$ cat config.mk
export PLATFORM = sky130hd
export DESIGN_NAME = cria_pkts_hdr
export DESIGN_NICKNAME = d
export VERILOG_FILES = /design/src/rtl/cria_pkts_hdr.sv
export SDC_FILE = /design/constraint.sdc
export NUM_CORES = 1
export LEC_CHECK = 0
export CAP_MARGIN = 5
export CORE_MARGIN = 2
export CORE_UTILIZATION = 40
export DETAILED_ROUTE_END_ITERATION = 10
export GPL_TIMING_DRIVEN = 0
export PLACE_DENSITY = 0.64
export SETUP_SLACK_MARGIN = 0.05
export SYNTH_ARGS = -nofsm -noshare
export SYNTH_HDL_FRONTEND = slang
export SYNTH_SLANG_ARGS = --single-unit
$ cat constraint.sdc
create_clock -name clk -period 2.2 [get_ports clk]
set_input_delay 0.33 -clock clk [delete_from_list [all_inputs] [get_ports clk]]
set_output_delay 0.33 -clock clk [all_outputs]
set_load 0.05 [all_outputs]
$ cat src/rtl/cria_pkts_hdr.sv
// Event-packet header generator: NetFPGA module header + Ethernet/IPv4/UDP words built from ring registers.
// Optional IPv4 header checksum: define CRIA_PKTS_IP_CKSUM_EN (otherwise the checksum field is 0).
`ifndef UDP_REG_ADDR_WIDTH
`define UDP_REG_ADDR_WIDTH 23
`endif
`ifndef CPCI_NF2_DATA_WIDTH
`define CPCI_NF2_DATA_WIDTH 32
`endif

module cria_pkts_hdr #(
  parameter int DATA_WIDTH        = 64,
  parameter int CTRL_WIDTH        = 8,
  parameter int UDP_REG_SRC_WIDTH = 2,
  parameter int NUM_WORDS_PAYLOAD = 20,
  parameter int HEADER_LENGTH     = 7,
  parameter int REG_BASE_ADDR     = 0
) (
  input  logic                              clk,
  input  logic                              reset,
  input  logic                              reg_req_in,
  input  logic                              reg_ack_in,
  input  logic                              reg_rd_wr_L_in,
  input  logic [`UDP_REG_ADDR_WIDTH-1:0]    reg_addr_in,
  input  logic [`CPCI_NF2_DATA_WIDTH-1:0]   reg_data_in,
  input  logic [UDP_REG_SRC_WIDTH-1:0]      reg_src_in,
  output logic                              reg_req_out,
  output logic                              reg_ack_out,
  output logic                              reg_rd_wr_L_out,
  output logic [`UDP_REG_ADDR_WIDTH-1:0]    reg_addr_out,
  output logic [`CPCI_NF2_DATA_WIDTH-1:0]   reg_data_out,
  output logic [UDP_REG_SRC_WIDTH-1:0]      reg_src_out,
  input  logic [2:0]                        header_word_number,
  input  logic                              evt_pkt_sent,
  output logic [DATA_WIDTH-1:0]             header_data,
  output logic [CTRL_WIDTH-1:0]             header_ctrl,
  output logic                              enable
);

  localparam int AW = `UDP_REG_ADDR_WIDTH;
  localparam int DW = `CPCI_NF2_DATA_WIDTH;
  localparam logic [15:0] WL   = 16'(HEADER_LENGTH - 1 + NUM_WORDS_PAYLOAD);
  localparam logic [15:0] BL   = 16'((HEADER_LENGTH - 1 + NUM_WORDS_PAYLOAD) * 8);
  localparam logic [15:0] IPL  = 16'((HEADER_LENGTH - 1 + NUM_WORDS_PAYLOAD) * 8 - 14);
  localparam logic [15:0] UDPL = 16'((HEADER_LENGTH - 1 + NUM_WORDS_PAYLOAD) * 8 - 34);

  logic        ctrl_q, ctrl_d;
  logic [15:0] out_port_q, out_port_d;
  logic [47:0] dst_mac_q, dst_mac_d;
  logic [47:0] src_mac_q, src_mac_d;
  logic [31:0] src_ip_q, src_ip_d;
  logic [31:0] dst_ip_q, dst_ip_d;
  logic [31:0] udp_ports_q, udp_ports_d;
  logic [31:0] pkt_cnt_q, pkt_cnt_d;
  logic [31:0] seq_q, seq_d;

  logic                         req_q, ack_q, rd_wr_l_q;
  logic [AW-1:0]                addr_q;
  logic [DW-1:0]                data_q;
  logic [UDP_REG_SRC_WIDTH-1:0] src_q;

  logic [AW-1:0] rel_addr;
  logic [3:0]    reg_off;
  logic          in_blk, claim, wr_en;
  logic [31:0]   rd_data;
  logic [15:0]   ip_cksum;
  logic [63:0]   hdr_w;
  logic [CTRL_WIDTH-1:0] hdr_c;

  assign rel_addr = reg_addr_in - AW'(REG_BASE_ADDR);
  assign in_blk   = (rel_addr[AW-1:4] == '0);
  assign reg_off  = rel_addr[3:0];
  assign claim    = reg_req_in && !reg_ack_in && in_blk;
  assign wr_en    = claim && !reg_rd_wr_L_in;

  always_comb begin
    ctrl_d      = ctrl_q;
    out_port_d  = out_port_q;
    dst_mac_d   = dst_mac_q;
    src_mac_d   = src_mac_q;
    src_ip_d    = src_ip_q;
    dst_ip_d    = dst_ip_q;
    udp_ports_d = udp_ports_q;
    pkt_cnt_d   = pkt_cnt_q;
    seq_d       = seq_q;
    if (evt_pkt_sent) begin
      pkt_cnt_d = pkt_cnt_q + 32'd1;
      seq_d     = seq_q + 32'd1;
    end
    if (wr_en) begin
      case (reg_off)
        4'd0: ctrl_d             = reg_data_in[0];
        4'd1: out_port_d         = reg_data_in[15:0];
        4'd2: dst_mac_d[47:32]   = reg_data_in[15:0];
        4'd3: dst_mac_d[31:0]    = reg_data_in[31:0];
        4'd4: src_mac_d[47:32]   = reg_data_in[15:0];
        4'd5: src_mac_d[31:0]    = reg_data_in[31:0];
        4'd6: src_ip_d           = reg_data_in[31:0];
        4'd7: dst_ip_d           = reg_data_in[31:0];
        4'd8: udp_ports_d        = reg_data_in[31:0];
        default: ;
      endcase
    end
  end

  always_comb begin
    rd_data = '0;
    case (reg_off)
      4'd0:  rd_data = {31'd0, ctrl_q};
      4'd1:  rd_data = {16'd0, out_port_q};
      4'd2:  rd_data = {16'd0, dst_mac_q[47:32]};
      4'd3:  rd_data = dst_mac_q[31:0];
      4'd4:  rd_data = {16'd0, src_mac_q[47:32]};
      4'd5:  rd_data = src_mac_q[31:0];
      4'd6:  rd_data = src_ip_q;
      4'd7:  rd_data = dst_ip_q;
      4'd8:  rd_data = udp_ports_q;
      4'd9:  rd_data = pkt_cnt_q;
      4'd10: rd_data = seq_q;
      default: rd_data = '0;
    endcase
  end

  always_ff @(posedge clk or negedge reset) begin
    if (!reset) begin
      ctrl_q      <= 1'b0;
      out_port_q  <= 16'h0001;
      dst_mac_q   <= '0;
      src_mac_q   <= '0;
      src_ip_q    <= '0;
      dst_ip_q    <= '0;
      udp_ports_q <= '0;
      pkt_cnt_q   <= '0;
      seq_q       <= '0;
      req_q       <= 1'b0;
      ack_q       <= 1'b0;
      rd_wr_l_q   <= 1'b0;
      addr_q      <= '0;
      data_q      <= '0;
      src_q       <= '0;
    end else begin
      ctrl_q      <= ctrl_d;
      out_port_q  <= out_port_d;
      dst_mac_q   <= dst_mac_d;
      src_mac_q   <= src_mac_d;
      src_ip_q    <= src_ip_d;
      dst_ip_q    <= dst_ip_d;
      udp_ports_q <= udp_ports_d;
      pkt_cnt_q   <= pkt_cnt_d;
      seq_q       <= seq_d;
      req_q       <= reg_req_in;
      ack_q       <= reg_ack_in || claim;
      rd_wr_l_q   <= reg_rd_wr_L_in;
      addr_q      <= reg_addr_in;
      src_q       <= reg_src_in;
      // Claimed reads replace the ring data; everything else rides through untouched.
      data_q      <= (claim && reg_rd_wr_L_in) ? DW'(rd_data) : reg_data_in;
    end
  end

  assign reg_req_out     = req_q;
  assign reg_ack_out     = ack_q;
  assign reg_rd_wr_L_out = rd_wr_l_q;
  assign reg_addr_out    = addr_q;
  assign reg_data_out    = data_q;
  assign reg_src_out     = src_q;
  assign enable          = ctrl_q;

`ifdef CRIA_PKTS_IP_CKSUM_EN
  function automatic logic [15:0] ip_cksum_f(input logic [15:0] seq16,
                                             input logic [31:0] sip,
                                             input logic [31:0] dip);
    logic [31:0] s;
    s = 32'h4500 + {16'd0, IPL} + {16'd0, seq16} + 32'h4000 + 32'h4011
      + {16'd0, sip[31:16]} + {16'd0, sip[15:0]}
      + {16'd0, dip[31:16]} + {16'd0, dip[15:0]};
    s = {16'd0, s[15:0]} + {16'd0, s[31:16]};
    s = {16'd0, s[15:0]} + {16'd0, s[31:16]};
    return ~s[15:0];
  endfunction

  assign ip_cksum = ip_cksum_f(seq_q[15:0], src_ip_q, dst_ip_q);
`else
  assign ip_cksum = 16'h0000;
`endif

  always_comb begin
    hdr_w = '0;
    hdr_c = '0;
    if (int'(header_word_number) < HEADER_LENGTH) begin
      case (header_word_number)
        3'd0: begin
          hdr_w = {out_port_q, WL, 16'h0000, BL};
          hdr_c = {CTRL_WIDTH{1'b1}};
        end
        3'd1: hdr_w = {dst_mac_q, src_mac_q[47:32]};
        3'd2: hdr_w = {src_mac_q[31:0], 16'h0800, 8'h45, 8'h00};
        3'd3: hdr_w = {IPL, seq_q[15:0], 16'h4000, 8'h40, 8'h11};
        3'd4: hdr_w = {ip_cksum, src_ip_q, dst_ip_q[31:16]};
        3'd5: hdr_w = {dst_ip_q[15:0], udp_ports_q, UDPL};
        3'd6: hdr_w = {16'h0000, seq_q, 16'h0000};
        default: hdr_w = '0;
      endcase
    end
  end

  assign header_data = DATA_WIDTH'(hdr_w);
  assign header_ctrl = hdr_c;

endmodule

; Word-level counts from Yosys, hierarchy flattened
; Cells that the tools add are included.
[op_classes]
mux = 6
n_lt_le_gt_ge = 1
n_eq_ne = 16
addsub = 2
reduce_logical = 19
[ops]
columns = operator, n
row1 = one-hot mux 64 bit (7 select lines), 1
row2 = one-hot mux 32 bit (11 select lines), 1
row3 = "adder 32 x 1 -> 32 bit, second input constant", 2
row4 = two-way mux 64 bit, 1
row5 = two-way mux 32 bit, 1
row6 = zero test 19 bit, 1
row7 = AND reduction 2 bit, 9
row8 = "equality test 4 x 3 -> 1 bit, second input constant", 4
row9 = two-way mux 8 bit, 2
row10 = "equality test 4 bit, second input constant", 3
row11 = "equality test 3 bit, second input constant", 3
row12 = "equality test 4 x 2 -> 1 bit, second input constant", 2
row13 = "equality test 3 x 2 -> 1 bit, second input constant", 2
row14 = "equality test 4 x 1 -> 1 bit, second input constant", 1
row15 = logical AND 1 bit, 4
row16 = zero test 4 bit, 1
row17 = "equality test 3 x 1 -> 1 bit, second input constant", 1
row18 = zero test 3 bit, 1
row19 = "< comparator 3 bit, second input constant", 1
row20 = zero test 1 bit, 2
row21 = logical OR 1 bit, 1
[totals]
regBits = 333
out_inout_bits = 133
wordCells = 61
input_bits = 66

; Depth between registers and ports, before layout
; Gate-level depths: netlist of run 1.
[depth]
word_depth = 5
ltp_mapped = 7
depth_no_buf = 6

; Least setup slack after synthesis of run 1
; No wires, ideal clock.
[synth_path]
path_type = input to output
start = input port header_word_number[2]
end = output port header_data[52]
arrival_ps = 2324
slack_ps = -454
path_stages = 5
path_cell_list = clkbuf_1 nor3_1 clkbuf_1 a22o_1 a221o_1
[synth_between]
elab_chain_cells = 3
word_cells_on_any_way = 10
[synth_lines]
columns = element, line
row1 = from (decl), 32  ; input logic [2:0] header_word_number,
row2 = "equality test 3 bit, or another cell as far along", 190  ; case (header_word_number)
row3 = one-hot mux 64 bit (7 select lines), 190
row4 = two-way mux 64 bit (*), 189  ; if (int'(header_word_number) < HEADER_LENGTH) begin
row5 = to (decl), 34  ; output logic [DATA_WIDTH-1:0] header_data,
; Every way passes the cells marked *; elsewhere a longest branch is shown, timed or not.

; Worst setup path after layout of run 1
[layout_path]
start = input port reg_addr_in[0]
end = register data_q[5] (netlist: reg_data_out[5])
[layout_between]
elab_chain_cells = 3
word_cells_on_any_way = 13
[layout_lines]
columns = element, line
row1 = from (decl), 23  ; input logic [`UDP_REG_ADDR_WIDTH-1:0] reg_addr_in,
row2 = "equality test 4 bit, or another cell as far along", 107  ; case (reg_off)
row3 = one-hot mux 32 bit (11 select lines) (*), 107
row4 = two-way mux 32 bit (*), 156  ; data_q <= (claim && reg_rd_wr_L_in) ? DW'(rd_data) : reg_data_in;
row5 = to (signal assigned), 156
row6 = to (decl), 58  ; logic [DW-1:0] data_q;
; Marked as above.
; A chain may end at the register's enable or synchronous reset.

==> results of run 1 <==
-- routing by layer --
layer | wire (µm) | global-route usage (%) | vias to the layer above
li1 | - | - | 5848
met1 | 28800 | 46.3 | 7422
met2 | 31600 | 51.8 | 955
met3 | 7910 | 8.46 | 242
met4 | 4350 | 19.0 | 4
met5 | 24 | 0 | -
-- cells by family (layout without fill, tap and decap cells) --
logic type | Yosys count | after routing | synth area share, %
DFF | 333 | 333 | 51.4
AOI/OAI and AO/OA | 319 | 319 | 14.4
and+or+nand+nor | 309 | 309 | 9.74
muxes | 259 | 259 | 17.7
buffers and inverters | 122 | 441 | 3.21
xor gates and xnor gates | 62 | 62 | 3.35
adders and majority gates | 2 | 2 | 0.154
other | 0 | 4 | 0
-- placed cells by master (no fill, tap or decap), types with 9 or more instances in the layout --
cell type	n
dfrtp_1	323
mux2_2	194
a22oi_1	116
clkdlybuf4s50_1	108
buf_4	85
nand2_1	74
o21ai_0	50
xnor2_1	47
clkbuf_16	43
nor2_1	41
mux2i_1	40
nand3_1	33
clkbuf_4	32
a22o_1	29
clkbuf_8	25
buf_6	25
buf_2	21
nand3_2	20
mux2_4	19
clkdlybuf4s15_2	19
clkbuf_2	18
nand2_2	16
and3_1	16
a21oi_1	15
nand4_1	15
xor2_1	15
nor3_1	14
o22ai_1	13
inv_1	13
clkbuf_1	13
nor2b_1	10
o32ai_1	9
dfrtp_2	9
-- stage by stage --
stage / cell area [µm²] / std cells / worst slack [ns]
final: 21800 / 2254 / 0.00445
after global routing: 21800 / 2250 / 0.0351
after CTS: 21600 / 2234 / 0.0504
after detailed placement: 19200 / 2130 / -2.78
after global placement: 19100 / 2126 / -14.11
after floorplan: 16500 / 1406 / -0.0312
-- worst max-delay path: stages --
cell             delay [ns]
clkdlybuf4s15_1        0.44
clkbuf_4               0.36
clkbuf_4               0.38
nor2_1                 0.20
a221o_1                0.33
a211oi_1               0.37
o21ai_0                0.19
-- layout make-up --
cell class                 instances  area, µm²  area share (%)
timing repair buffer             260       2520            11.5
sequential                       333       8350            38.2
tap                              525        657            3.01
clock inverter                     6        105           0.481
multi-input combinational        951       8030            36.8
clock buffer                      62       1230            5.66
buffer                            99        876            4.01
antenna                            4       10.0          0.0458
inverter                          14       52.6           0.241
-- sequential cells by signal (all words and copies together), names as in the netlist --
name and count:
dst_ip_q 32, dst_mac_q 48, enable 1, out_port_q 16, pkt_cnt_q 32, reg_ack_out 1
reg_addr_out 23, reg_data_out 32, reg_rd_wr_L_out 1, reg_req_out 1, reg_src_out 2, seq_q 32
src_ip_q 32, src_mac_q 48, udp_ports_q 32
-- where the power goes --
| part | leakage (nW) | internal (W) | switching [W] | total (W) |
|---|---|---|---|---|
| Clock | 0.662 | 0.00418 | 0.00267 | 0.00685 |
| Sequential | 4.43 | 0.00631 | 0.000351 | 0.00666 |
| Combinational | 5.01 | 0.000671 | 0.00135 | 0.00202 |
-- final timing paths --
check | startpoint | endpoint
worst max-delay path | reg_addr_in[0] | reg_data_out[5]$_DFF_PN0_
worst min-delay path | reg_addr_in[19] | reg_addr_out[19]$_DFF_PN0_
worst max register to register | seq_q[3]$_DFFE_PN0P_ | seq_q[28]$_DFFE_PN0P_
worst min register to register | pkt_cnt_q[25]$_DFFE_PN0P_ | pkt_cnt_q[25]$_DFFE_PN0P_
max in group asynchronous | reset | seq_q[2]$_DFFE_PN0P_
min in group asynchronous | reset | reg_data_out[10]$_DFF_PN0_
-- timing repair --
item,in CTS,in global routing
resized for setup,627,53
gates cloned,3,0
endpoints found under the setup margin,350,196
setup buffers,40,15
hold endpoints to repair,59,1
pin swaps,17,9
hold buffers,2,1
==> summary.txt, run 1 <==
Outcome
  • Status: completed

Timing
  • # setup viols final: 0
  • Tcrit/Tclk final: 99.8%
  • Period minus WS final: 2.20 ns
  • Max Slew Vio Count: 0
  • Worst relative slew slack: 44.7%
  • Setup_tns: 0 ns
  • RSZ-0062 raised after global routing: true
  • Clock Skews: 0.0166 ns
  • Worst Tran Pin Value: 0.830 ns
  • Fmax achieved: 455 MHz
  • Hold Slack: roughly 0.011 ns
  • Hold violation count in the final report: 0

Placement
  • Final Wtd Congestion: 0.986
  • DP HPWL: 50.7 mm
  • Port bufs: 195

Clocking
  • CTS clk-pin slew, worst paths: 0.06 ns
  • Clk sink count: 333
  • CTS buffer count: 38
  • Cell at the root of the clock tree: clkbuf_16
  • Max Root-Sink Buffers: 3
  • CTS H-tree lvls: 2
  • CTS tree: built
  • Clk_lat worst skew: roughly 0.57 ns

Worst setup path
  • Worst EP arrival: 2.61 ns
  • Crit end category: flip-flop
  • Reg2reg path depth: 7
  • Reg2Reg Setup Slack: 0.09 ns
  • Startpoint types: primary input
  • Critical path class: primary input to flip-flop
  • Critical Path Fanout Max: 10
  • CP Data Required Time: 2.62 ns

Power and ir drop
  • Leak: slightly above 10 nW
  • Worst VDD drop: 545 µV
  • Power Density: 712 nW/µm²
  • Power consumption: 0.0155 W

Yosys
  • Register area share after synthesis: 51.4%
  • Ys flop type: dfrtp_1
  • Fraction of registers with async set/reset: 100%
  • Post-Syn Area: between 15000 and 20000 µm²
  • Most frequent cell after synthesis: dfrtp_1
  • Yosys warns: 0
  • Avg Inst Size Synth: 11.5 µm²
  • Yosys reg bits: approximately 330
  • Area fraction of the dominant cell type after synthesis: 51.3%
  • Post-Syn Instances: 1406
  • Most frequent cells after synthesis: dfrtp_1 (332), mux2_2 (194), a22oi_1 (123)
  • Post-synth top area cell: dfrtp_1
  • Syn_nets: 1474
  • EDFF count, synth: 0
  • Synth cell types: 63
  • Synth area leaders: dfrtp_1 (51%), mux2_2 (13%), a22oi_1 (5.7%)

Floorplan
  • Initial Utilization: 40.7%
  • Die Span Y: between 200 and 250 µm
  • IO Count: between 150 and 200
  • Core area: 39800 µm²
  • Die area: 42100 µm²
  • Num rows: 73
  • Chip width: 205 µm

Detailed routing
  • Vias/cell: 6.42
  • DRC errors left: 0
  • Routed WL per cell: between 30 and 40 µm
  • Post-DRT Antenna Nets: 0
  • DR pass1 iterations: 6
  • First DRT Iteration DRCs: 1683
  • WL final: 72.7 mm
  • Vias: 14500

Final layout
  • Fill cells: between 3000 and 4000
  • Layout cells sized above 1: 36.8%
  • Area delta synth->final: 34.8%
  • Final net count: 1765
  • Final core occ: 54.8%

GRT
  • Grt ovf: 0
  • Number of global-route vias before repair: roughly 14000
  • Initial antenna violation count: 4
  • Total track usage: 34.7%
  • First-pass GRT wire length: 102 mm
  • Largest net degree at the start of global routing: around 100

Flow run
  • Max Cap Viol: 0

Min path
  • Worst hold path class: primary input to flip-flop
  • Hold Path Depth: 1
Power figures use the tool's default switching activity.
==> run 2, diff against run 1 <==
--- a/config.mk
+++ b/config.mk
@@ -12,6 +12,7 @@
 export GPL_TIMING_DRIVEN = 0
 export PLACE_DENSITY = 0.64
 export SETUP_SLACK_MARGIN = 0.05
+export SLEW_MARGIN = 20
 export SYNTH_ARGS = -nofsm -noshare
 export SYNTH_HDL_FRONTEND = slang
 export SYNTH_SLANG_ARGS = --single-unit
==> summary.txt, run 2 (synthesized netlist as in run 1, its figures left out) <==
Worst setup path
  • Bufs and invs on worst path: 2
  • Critical Path Max Stage Delay: ~0.66 ns
  • Family with the most delay on the worst path: buffers and inverters
  • Crit end category: flip-flop
  • Crit Reg-Reg Startpoint: seq_q[7]$_DFFE_PN0P_
  • Worst Setup SP: reg_addr_in[1]
  • CP Depth: 6
  • CP Data Required Time: 2.64 ns
  • Startpoint types: primary input
  • Reg2reg path depth: 5
  • Critical path class: primary input to flip-flop
  • Critical Path Fanout Max: 8
  • Worst EP arrival: 2.67 ns
  • CP Cell Sequence: clkdlybuf4s50_1 -> inv_1 -> nor2_1 -> a22oi_1 -> o221a_2 -> o21ai_1
  • CP max-delay cell: nor2_1

Outcome
  • Failing checks: setup timing
  • Status: complete, but fails checks

Timing
  • Max Slew Vio Count: 0
  • Hold Slack: 0.00102 ns
  • Setup ws final: -0.0332 ns
  • RSZ-0062 raised after global routing: false
  • Hold violation count in the final report: 0
  • Clock Skews: 0.0203 ns
  • Period minus WS final: 2.23 ns
  • Worst Tran Pin Value: around 0.85 ns
  • Fmax achieved: 448 MHz
  • Worst relative slew slack: 43.2%
  • Tcrit/Tclk final: 102%
  • # setup viols final: 1

Clocking
  • Clk_lat worst skew: 0.56 ns
  • CTS tree: built
  • CTS H-tree lvls: 2
  • CTS clk-pin slew, worst paths: 0.06 ns
  • Cell at the root of the clock tree: clkbuf_16
  • CTS buffer count: 39
  • Max Root-Sink Buffers: 3
  • Clk sink count: 333

Final layout
  • Final net count: 1762
  • Area delta synth->final: 33.1%
  • Layout cells sized above 1: 36.0%
  • Final core occ: a little over half
  • Most frequent cells in the layout: dfrtp_1 (327), mux2_2 (194), a22oi_1 (116)
  • Final instance area: 21600 µm²
  • Final Instance Count excl. Fillers: 2247
  • Most common cell after layout, fill and taps aside: dfrtp_1
  • Largest registers: dst_mac_q x48, src_mac_q x48

Power and ir drop
  • Switch share: 29.3%
  • Worst VDD drop: 528 µV
  • Clock power frac: 41.3%
  • Cell internal pwr: approximately 0.010 W
  • Sw Pwr: 0.00431 W
  • Flop pwr share: 45.4%
  • Leak: 10.0 nW
  • Power Density: 682 nW/µm²
  • Combinational share of power: 13.3%

Floorplan
  • Num rows: 73
  • Die area: 42100 µm²
  • Initial Utilization: between 40% and 50%
  • Die Span Y: around 210 µm
  • Core area: roughly 40000 µm²
  • IO Count: 199
  • Chip width: 205 µm

Detailed routing
  • First DRT Iteration DRCs: 1682
  • Vias: around 14000
  • DRC errors left: 0
  • Routed WL per cell: 32.0 µm
  • Post-DRT Antenna Nets: 0
  • Vias/cell: around 6.4
  • WL final: 71.9 mm
  • DR pass1 iterations: 6

Flow run
  • Max Cap Viol: 0

GRT
  • Total track usage: 34.3%
  • First-pass GRT wire length: between 100 and 150 mm
  • Grt ovf: 0
  • Number of global-route vias before repair: between 10000 and 15000
  • Largest net degree at the start of global routing: 98
  • Initial antenna violation count: 3

Placement
  • Cells after DPL: 2131
  • Final Wtd Congestion: roughly 0.99
  • Area after DPL: 19200 µm²
  • Port bufs: 195
  • DP HPWL: 50.6 mm
  • Pre-CTS WS: -2.75 ns

Min path
  • Hold Path Depth: 1
  • Worst min-delay path startpoint: reg_addr_in[4]
  • Worst hold path class: primary input to flip-flop
run 2: power groups by stage:
stage	logic, W	clock network (W)	registers, W
floorplan	0.000735	0	0.00677
CTS	0.00189	0.00614	0.00663
detailed placement	0.00184	0	0.00670
global route	0.00204	0.00638	0.00667
global placement	0.00181	0	0.00671
finish	0.00196	0.00606	0.00668
run 2: per-stage QoR:
stage                     power [W]  TNS [ns]
after detailed placement    0.00854   -481.24
final                        0.0147   -0.0332
after global routing         0.0151         0
after CTS                    0.0147         0
after global placement      0.00852  -5174.96
after floorplan             0.00750   -0.0312
run 2: repair_timing:
item | in CTS | in global routing
endpoints found under the hold margin | 63 | 4
endpoints found under the setup margin | 341 | 152
hold buffers | 2 | 4
resized for setup | 644 | 61
pin swaps | 19 | 13
buffers inserted | 31 | 14
gates cloned | 3 | 2
run 2: per-layer routing:
layer  track usage, %  routed length [µm]  up-vias
li1                 -                   -     5831
met1             46.7               28900     7293
met2             50.2               30900      935
met3             8.11                7670      225
met4             19.2                4430        0
met5                0                   0        -
run 2: worst paths after layout:
| kind | slack, ns | endpoint |
|---|---|---|
| max | -0.03 | reg_data_out[16]$_DFF_PN0_ |
| min | 0.001 | reg_addr_out[4]$_DFF_PN0_ |
| max reg2reg | 0.03 | seq_q[28]$_DFFE_PN0P_ |
| min reg2reg | 0.51 | pkt_cnt_q[25]$_DFFE_PN0P_ |
| max in group asynchronous | 0.60 | seq_q[22]$_DFFE_PN0P_ |
| min in group asynchronous | 0.31 | src_ip_q[10]$_DFFE_PN0P_ |
run 2: cell type report:
class,instances,area (µm²)
Clock inverter,11,65.1
Clock buffer,56,1090
Tap cell,525,657
Inverter,14,52.6
Timing Repair Buffer,256,2430
Antenna cell,2,5.00
Sequential cell,333,8340
Buffer,99,906
Fill cell,3581,18300
Multi-Input combinational cell,951,8020
